--- config.mk ---
export PLATFORM = sky130hd
export DESIGN_NAME = seg7_scan_driver_flat
export DESIGN_NICKNAME = d
export VERILOG_FILES = /design/src/rtl/seg7_pkg.sv /design/src/rtl/seg7_scan_driver_if.sv /design/src/rtl/seg7_hex_decode.sv /design/src/rtl/seg7_scan_driver.sv /design/src/flat_wrapper.sv
export SDC_FILE = /design/constraint.sdc
export NUM_CORES = 1
export LEC_CHECK = 0
export ABC_AREA = 1
export CAP_MARGIN = 20
export CORE_ASPECT_RATIO = 2
export CORE_UTILIZATION = 30
export CTS_CLUSTER_DIAMETER = 120
export DETAILED_ROUTE_END_ITERATION = 7
export PLACE_DENSITY = 0.48
export SLEW_MARGIN = 10
export SYNTH_ARGS = -nofsm -noshare
export SYNTH_HDL_FRONTEND = slang
export SYNTH_SLANG_ARGS = --single-unit
--- constraint.sdc ---
create_clock -name Clock -period 1.85 [get_ports Clock]
set_input_delay 0.185 -clock Clock [delete_from_list [all_inputs] [get_ports Clock]]
set_output_delay 0.185 -clock Clock [all_outputs]
set_load 0.01 [all_outputs]
--- src/rtl/seg7_pkg.sv ---
// Shared constants for the 7-segment scan driver: blank pattern and active-low hex glyph table.
package seg7_pkg;

  localparam logic [6:0] SEG_OFF = 7'h7F;

  // Entry n is the {g,f,e,d,c,b,a} active-low glyph for hex value n (index 0 is the rightmost entry).
  localparam logic [15:0][6:0] HEX_SEG_TABLE = {
    7'h0E, 7'h06, 7'h21, 7'h46, 7'h03, 7'h08, 7'h10, 7'h00,
    7'h78, 7'h02, 7'h12, 7'h19, 7'h30, 7'h24, 7'h79, 7'h40
  };

  function automatic logic [6:0] hex2seg(input logic [3:0] nibble);
    return HEX_SEG_TABLE[nibble];
  endfunction

endpackage

--- src/rtl/seg7_scan_driver_if.sv ---
// Load handshake bundle for seg7_scan_driver: a producer offers a digit word, the driver accepts it when free.
interface seg7_scan_driver_if #(
  parameter int NUM_DIGITS = 4
);

  logic                      load_valid;
  logic [4*NUM_DIGITS-1:0]   digits;
  logic                      load_ready;

  modport master (output load_valid, output digits, input load_ready);
  modport slave  (input load_valid, input digits, output load_ready);

endinterface

--- src/rtl/seg7_hex_decode.sv ---
// Combinational hex nibble to active-low 7-segment glyph decoder.
module seg7_hex_decode
  import seg7_pkg::*;
(
  input  logic [3:0] nibble_i,
  output logic [6:0] seg_o
);

  assign seg_o = hex2seg(nibble_i);

endmodule

--- src/rtl/seg7_scan_driver.sv ---
// Time-multiplexed hex display driver with frame-aligned double-buffered loads.
// Optional leading-zero blanking is enabled by defining SEG7_SCAN_LZB_EN.
module seg7_scan_driver
  import seg7_pkg::*;
#(
  parameter int NUM_DIGITS   = 4,
  parameter int CLK_DIV      = 50000,
  parameter int BLANK_CYCLES = 16
) (
  input  logic                  Clock,
  input  logic                  Resetn,
  seg7_scan_driver_if.slave     load_if,
  output logic [6:0]            seg7,
  output logic [NUM_DIGITS-1:0] an,
  output logic                  frame_tick
);

  localparam int PW = $clog2(CLK_DIV);
  localparam int IW = $clog2(NUM_DIGITS);
  localparam int DW = 4 * NUM_DIGITS;
  localparam logic [NUM_DIGITS-1:0] DIGIT0_SEL = NUM_DIGITS'(1);

  logic [PW-1:0]         prescaler_q;
  logic [IW-1:0]         idx_q;
  logic [DW-1:0]         shadow_q;
  logic [DW-1:0]         active_q;
  logic                  pending_q;
  logic [NUM_DIGITS-1:0] an_q;
  logic [6:0]            seg7_q;

  logic       lastCycle;
  logic       frameTick;
  logic       transfer;
  logic [3:0] curNibble;
  logic [6:0] curSeg;
  logic [6:0] litSeg;

  assign lastCycle  = (prescaler_q == PW'(CLK_DIV - 1));
  assign frameTick  = lastCycle && (idx_q == IW'(NUM_DIGITS - 1));
  assign transfer   = load_if.load_valid && !pending_q;
  assign curNibble  = active_q[{idx_q, 2'b00} +: 4];

  seg7_hex_decode u_hexDecode (
    .nibble_i (curNibble),
    .seg_o    (curSeg)
  );

`ifdef SEG7_SCAN_LZB_EN
  // zeroFromHere[i] is set when digit i and every more significant digit of active_q are zero.
  logic [NUM_DIGITS-1:0] zeroFromHere;
  logic                  zeroRun;

  always_comb begin
    zeroFromHere = '0;
    zeroRun      = 1'b1;
    for (int i = NUM_DIGITS - 1; i >= 0; i--) begin
      zeroRun         = zeroRun && (active_q[4*i +: 4] == 4'h0);
      zeroFromHere[i] = zeroRun;
    end
  end

  assign litSeg = ((idx_q != '0) && zeroFromHere[idx_q]) ? SEG_OFF : curSeg;
`else
  assign litSeg = curSeg;
`endif

  always_ff @(posedge Clock or negedge Resetn) begin
    if (!Resetn) begin
      prescaler_q <= '0;
      idx_q       <= '0;
      shadow_q    <= '0;
      active_q    <= '0;
      pending_q   <= 1'b0;
      an_q        <= '1;
      seg7_q      <= SEG_OFF;
    end else begin
      prescaler_q <= lastCycle ? '0 : prescaler_q + 1'b1;
      if (lastCycle) begin
        idx_q <= (idx_q == IW'(NUM_DIGITS - 1)) ? '0 : idx_q + 1'b1;
      end

      // A transfer can only happen with pending clear, so it never races the commit below.
      if (transfer) begin
        shadow_q  <= load_if.digits;
        pending_q <= 1'b1;
      end else if (frameTick && pending_q) begin
        active_q  <= shadow_q;
        pending_q <= 1'b0;
      end

      if (prescaler_q < PW'(BLANK_CYCLES)) begin
        an_q   <= '1;
        seg7_q <= SEG_OFF;
      end else begin
        an_q   <= ~(DIGIT0_SEL << idx_q);
        seg7_q <= litSeg;
      end
    end
  end

  assign load_if.load_ready = !pending_q;
  assign seg7               = seg7_q;
  assign an                 = an_q;
  assign frame_tick         = frameTick;

endmodule
--- src/flat_wrapper.sv ---
// flat-port wrapper written by rule: the top's interface ports become plain ports
module seg7_scan_driver_flat import seg7_pkg::*;
#(
  parameter int NUM_DIGITS   = 4,
  parameter int CLK_DIV      = 50000,
  parameter int BLANK_CYCLES = 16
)
  (Clock, Resetn, seg7, an, frame_tick, load_if_load_valid, load_if_digits, load_if_load_ready);
  seg7_scan_driver_if #(.NUM_DIGITS(NUM_DIGITS)) load_if_i ();
  input  logic Clock;
  input  logic Resetn;
  output logic [6:0] seg7;
  output logic [NUM_DIGITS-1:0] an;
  output logic frame_tick;
  input wire logic [$bits(load_if_i.load_valid)-1:0] load_if_load_valid;
  input wire logic [$bits(load_if_i.digits)-1:0] load_if_digits;
  output wire logic [$bits(load_if_i.load_ready)-1:0] load_if_load_ready;
  assign load_if_i.load_valid = load_if_load_valid;
  assign load_if_i.digits = load_if_digits;
  assign load_if_load_ready = load_if_i.load_ready;
  seg7_scan_driver #(.NUM_DIGITS(NUM_DIGITS), .CLK_DIV(CLK_DIV), .BLANK_CYCLES(BLANK_CYCLES)) u_core (.Clock(Clock), .Resetn(Resetn), .load_if(load_if_i), .seg7(seg7), .an(an), .frame_tick(frame_tick));
endmodule
# Word-level counts from Yosys, hierarchy flattened
# Memories as Yosys holds them, arrays and structs flattened.
# Cells that the tools add are included.
# classes
n_addsub,2
n_lt_le_gt_ge,2
eq_ne,2
shifts,2
mux,7
n_bitwise,2
n_reduce_logical,6
# op_table
op,count
adder 16 x 1 -> 16 bit (second input constant),1
equality test 16 bit (second input constant),1
< comparator 16 x 5 -> 1 bit (second input constant),1
two-way mux 16 bit,1
variable part select 16 x 5 -> 4 bit,1
two-way mux 7 bit,2
< comparator 4 x 5 -> 1 bit (second input constant),1
two-way mux 4 bit,1
inverter 4 bit,1
left shift 1 x 2 -> 4 bit (first input constant),1
logical AND 1 bit,3
adder 2 x 1 -> 2 bit (second input constant),1
equality test 2 bit (second input constant),1
two-way mux 1 bit,2
two-way mux 2 bit,1
AND reduction 2 bit,1
nonzero test 2 bit,1
zero test 1 bit,1
inverter 1 bit,1
# totals
register_bits,62
rom_bits,112
inputBits,19
output_inout_bits,13
elab_cells,31
memories,1
# mem_list
memory,depth,word_bits,read_ports,rd_clocked_by_memory_dff,wr,line,rtl
(name not given),16,7,1,0,0,seg7_pkg.sv:13,return HEX_SEG_TABLE[nibble];

# Logic depth before layout (Yosys ltp)
# depth
depth_word,5
ltp_mapped,11
depth_no_buf,10

# Hierarchy
# A second synthesis with hierarchy kept.
# unflattened
hier_cells,365
area_unflattened_um2,3230.6
# modules_own_cells
module,instances,cells_each,area_each_um2,seq_area_each_um2
seg7_scan_driver,1,316,2956.6,1565.3
seg7_hex_decode,1,49,274.0,0.0

# Worst setup path before layout
# OpenSTA, ideal clock, no wires.
# synth_timing
kind,flip-flop to flip-flop
from,register u_core.idx_q[0]
to,"register u_core.seg7_q[1], in the netlist u_core.seg7[1]"
t_arrival_ps,1435
required_ps,1773
setup_slack_ps,338
stages_incl_launch_ff,11
n_path_buf,1
cell_sequence,dfrtp_1 buf_6 inv_2 nand2_1 nand3_1 nand2_1 ha_1 nand3_1 nor2_1 nor2_1 nand2_1
# synth_between
elab_chain_len,4
# synth_rtl
element,line,rtl
"start, declared",seg7_scan_driver.sv:24,logic [IW-1:0] idx_q;
"start signal, assigned",seg7_scan_driver.sv:79,idx_q <= (idx_q == IW'(NUM_DIGITS - 1)) ? '0 : idx_q + 1'b1;
variable part select 16 x 5 -> 4 bit,seg7_scan_driver.sv:41,"assign curNibble = active_q[{idx_q, 2'b00} +: 4];"
memory read (16 x 7 bit),n/a,
two-way mux 7 bit (implied by the code),seg7_pkg.sv:13,
two-way mux 7 bit,seg7_scan_driver.sv:91,if (prescaler_q < PW'(BLANK_CYCLES)) begin
"end signal, assigned",seg7_scan_driver.sv:96,seg7_q <= litSeg;
"end, declared",seg7_scan_driver.sv:29,logic [6:0] seg7_q;
# Every way passes these cells. The select of a mux whose other input is x is not followed.
# A chain may end at the register's enable or synchronous reset.

# Worst setup path in the final report
# layout_timing
from,register u_core.prescaler_q[0]
to,output frame_tick
# layout_between
elab_chain_len,2
# layout_rtl
element,line,rtl
"start, declared",seg7_scan_driver.sv:23,logic [PW-1:0] prescaler_q;
"start signal, assigned",seg7_scan_driver.sv:77,prescaler_q <= lastCycle ? '0 : prescaler_q + 1'b1;
equality test 16 bit,seg7_scan_driver.sv:38,assign lastCycle = (prescaler_q == PW'(CLK_DIV - 1));
logical AND 1 bit,seg7_scan_driver.sv:39,assign frameTick = lastCycle && (idx_q == IW'(NUM_DIGITS - 1));
"end, declared",flat_wrapper.sv:14,output logic frame_tick;
# Every way passes these cells.

==> metrics.md <==
| Metric | Value |
|---|---|
| Max-slew violations | 0 |
| Slew headroom | 73.97% |
| NumNets Final | 430 |
| Core Util, Final | between 30% and 40% |
| First-pass GRT wire length | roughly 12 mm |
| Placed wire-length estimate after detailed placement | about 5.4 mm |
| Signed area change from the synthesized netlist to the final layout | 27.51% |
| H-Tree Depth | 3 |
| Most instantiated flip-flop cell in the synthesis netlist | dfrtp_1 |
| Top achievable clock speed | ~580 MHz |
| Worst hold path class | input pin to async pin |
| Synth Area in Compound Gates | ~1.4% |
| CP endpoint kind | output pin |
| Met2 WL | between 3 and 4 mm |
| Main area contributors after synthesis | dfrtp_1 (41%), nand2_1 (12%), dfstp_2 (9.3%), mux2_2 (5.8%), nand3_1 (5.1%) |
| Cell variety after synth | 26 |
| Shortest clock period the worst path allows after layout | 1.725 ns |
| Fraction of registers with async set or reset after synthesis | 100.0% |
| Share of the synthesized area in the top cell type | between 40% and 50% |
| Longest individual stage delay on the worst path | ~0.37 ns |
| LEAKAGE | between 1.5 and 2 nW |
| Clock Skew | between 0.01 and 0.015 ns |
| Initial standard-cell utilization of the core | roughly 31% |
| Crit-path max FO | 3 |
| Detailed-routed wire length on met3 | 223 um |
| Setup-violating endpoint count in the final report | 0 |
| Post-synthesis cell area | ~0.0031 mm^2 |
| Clock latency of the later-clocked register in the worst-skew pair | approximately 0.33 ns |
| Xor-xnor portion of the synthesized cell area | under 10% |
| Pin count of the biggest net entering global routing | 25 |
| Placeable core area | just over 0.01 mm^2 |
| Placed cell area | 0.003652 mm^2 |
| Count of endpoints failing hold in the final timing report | 0 |
| Simple-gate share of the synthesized area | around 31% |
| Type of the worst setup path | flip-flop to output pin |
| Fraction of synthesized area in multiplexers | under 10% |
| Uppermost signal routing layer after detailed routing | met4 |
| Die ar. | approximately 0.011 mm^2 |
| Synth Net Count | 381 |
| Endpoint arrival time on the critical path | ~1.5 ns |
| Drt initial violations | 68 |
| Post-synth EDFFs | 0 |
| Post-synthesis share of cell area spent on full adders, half adders and majority gates | 4.411% |
| Number of buffer cells added on primary ports | 31 |
| Flip-flop and latch count after synthesis | 62 |
| Detailed-routing wirelength on met1 | between 2 and 3 mm |
| Top post-synthesis cells by count | nand2_1 (102), dfrtp_1 (51), nor2_1 (34) |
| Proportion of layout cells with a drive suffix above 1 | 19.80% |
| Number of clock sinks | between 60 and 70 |
| Cell taking the most area after synthesis | dfrtp_1 |
| Slew @ Worst Pin | between 0.3 and 0.4 ns |
| Yosys warning total | 0 |
| Average wire length per cell after detail routing | approximately 13 um |
| Via Count | ~2,400 |
| Router iterations before antenna repair | 4 |
| WL final | between 6 and 7 mm |
| Number of antenna violations at the first check in global routing | 0 |
| TritonCTS clock tree | yes |
| Total clock buffers created by CTS | 9 |
| Unrepaired setup endpoints after global routing | no |
| Post-Syn Area per Cell | between 8 and 9 um^2 |
| Startpoint types | flip-flop |
| Clock root buffer master | clkbuf_16 |
| Accumulated negative setup slack | 0 ns |
| Max-capacitance violation count | 0 |
| Row Count | 52 |
| Antenna cells | 0 |
| Final critical-path share of the clock period | about 93% |
| Remaining antenna violation count after routing | 0 |
| Part of the Yosys area used for sequential elements | around 50% |
| Combinational family with the most area after synthesis | simple AND/OR/NAND/NOR gates |
| Number of DRC violations after detailed routing | 0 |
| Final design area excluding fillers | between 0.003 and 0.004 mm^2 |
| Power per Cell Area | 783.6 mW/mm^2 |
| Overall power consumption | 3.118 mW |
| Ratio of routed vias to standard cells | 4.540 |
| Clock-pin slew of the registers on the worst-case setup and hold paths | ~0.050 ns |
| Leftover overflow at the end of global routing | 0 |
| Global router's overall resource usage | between 10 and 15% |
| I/O pin count | 32 |
| Number of global-route vias before repair | about 2,500 |
| Most repeated cell in the gate-level netlist after synthesis | nand2_1 |
| Cell with the largest stage delay on the worst path | dfrtp_1 |
| Routability-driven placement congestion ratio | between 0.8 and 0.9 |
| Deepest clock path buffer count | 2 |
| Maximum ir drop on the vdd rail | ~0.00055 V |
| CP cell instances | ha_2 > nand3_2 > nor2_2 > nand2_1 > nor2_1 > clkdlybuf4s15_1 |
| Outcome | finished, final reports clean |
| Worst-case hold slack | 0.3177 ns |
| Die width | 74.12 um |
| Data required time of the critical path | between 1.5 and 2 ns |
| Cells after synthesis | ~350 |
| Chip height | approximately 150 um |
## placed cells by master, fill, tap and decap left out, drive strengths merged
cell	synthesis	final
nand2	106	106
dfrtp	51	51
nor2	40	40
nand3	35	35
inv	32	32
clkdlybuf4s50	0	29
nand4	20	20
mux2	16	16
buf	9	16
clkbuf	0	15
dfstp	11	11
ha	11	11
nor3	6	6
xor2	5	5
o21ai	4	4
a21oi	2	2
a31oi	1	1
clkinv	1	1
o21bai	1	1
dlygate4sd3	0	1
clkdlybuf4s15	0	1
## worst max-delay path, delay by kind of cell, from the launching register on
family,cells,cell delay (ns)
adder cells (fa/ha/maj),1,0.21
AND/OR/NAND/NOR,4,0.40
buffers and inverters,1,0.24
flip-flops,1,0.37
## cells by family after synthesis
group | Yosys count
simple gates | 207
flops | 62
buf+inv | 42
mux | 16
fa+ha+maj | 11
compound gates | 8
xor+xnor | 5
## what timing repair did
| item | CTS | global route |
|---|---|---|
| setup endpoints to repair | 1 | 2 |
| endpoints found under the hold margin | 13 | 0 |
| resized for setup | 1 | 8 |
| hold buffers | 1 | 0 |
| setup buffers | 0 | 1 |
## cell type report
class / count / area [um^2]
fillers: 1042 / 6106
flip-flops and latches: 62 / 1567
multi-input cells: 247 / 1379
repair buffers: 47 / 452.9
clock buffers: 15 / 287.8
well taps: 135 / 168.9
inverters: 33 / 123.9
## registers in the layout, indices dropped and copies added (netlist names)
name                flops
u_core.active_q        16
u_core.prescaler_q     16
u_core.shadow_q        16
u_core.seg7             7
u_core.an               4
u_core.idx_q            2
u_core.pending_q        1
## metrics by stage
stage               cells  worst slack, ns
finish                539           0.1247
global route          539         0.005273
CTS                   538          0.03945
detailed placement    522           0.1228
global placement      522           0.1484
floorplan             351           0.3377
## per-layer routing
layer	vias to the layer above	GRT usage, %
li1	1239	-
met2	50	26.32
met1	1140	13.78
met3	18	4.003
met4	0	9.519
met5	-	0
## worst paths after layout
check | start | endpoint | slack [ns] | cells past startpoint
worst max-delay path | u_core.prescaler_q[0] | frame_tick | 0.12 | 6
worst min-delay path | Resetn | u_core.shadow_q[12] | 0.32 | 2
worst min register to register | u_core.prescaler_q[0] | u_core.prescaler_q[0] | 0.47 | 1
worst max register to register | u_core.idx_q[0] | u_core.seg7[3] | 0.16 | 10
max in group asynchronous | Resetn | u_core.seg7[3] | 0.93 | 3
min in group Clock | u_core.prescaler_q[0] | u_core.prescaler_q[0] | 0.47 | 1
## report_power, final
group | leakage (nW) | internal, mW | switching [mW]
Clock | 0.142 | 1.04 | 0.544
Combinational | 0.995 | 0.0683 | 0.0411
Sequential | 0.780 | 1.40 | 0.0193
Total | 1.92 | 2.51 | 0.604
Note: power is estimated with default switching activity, not from simulation.
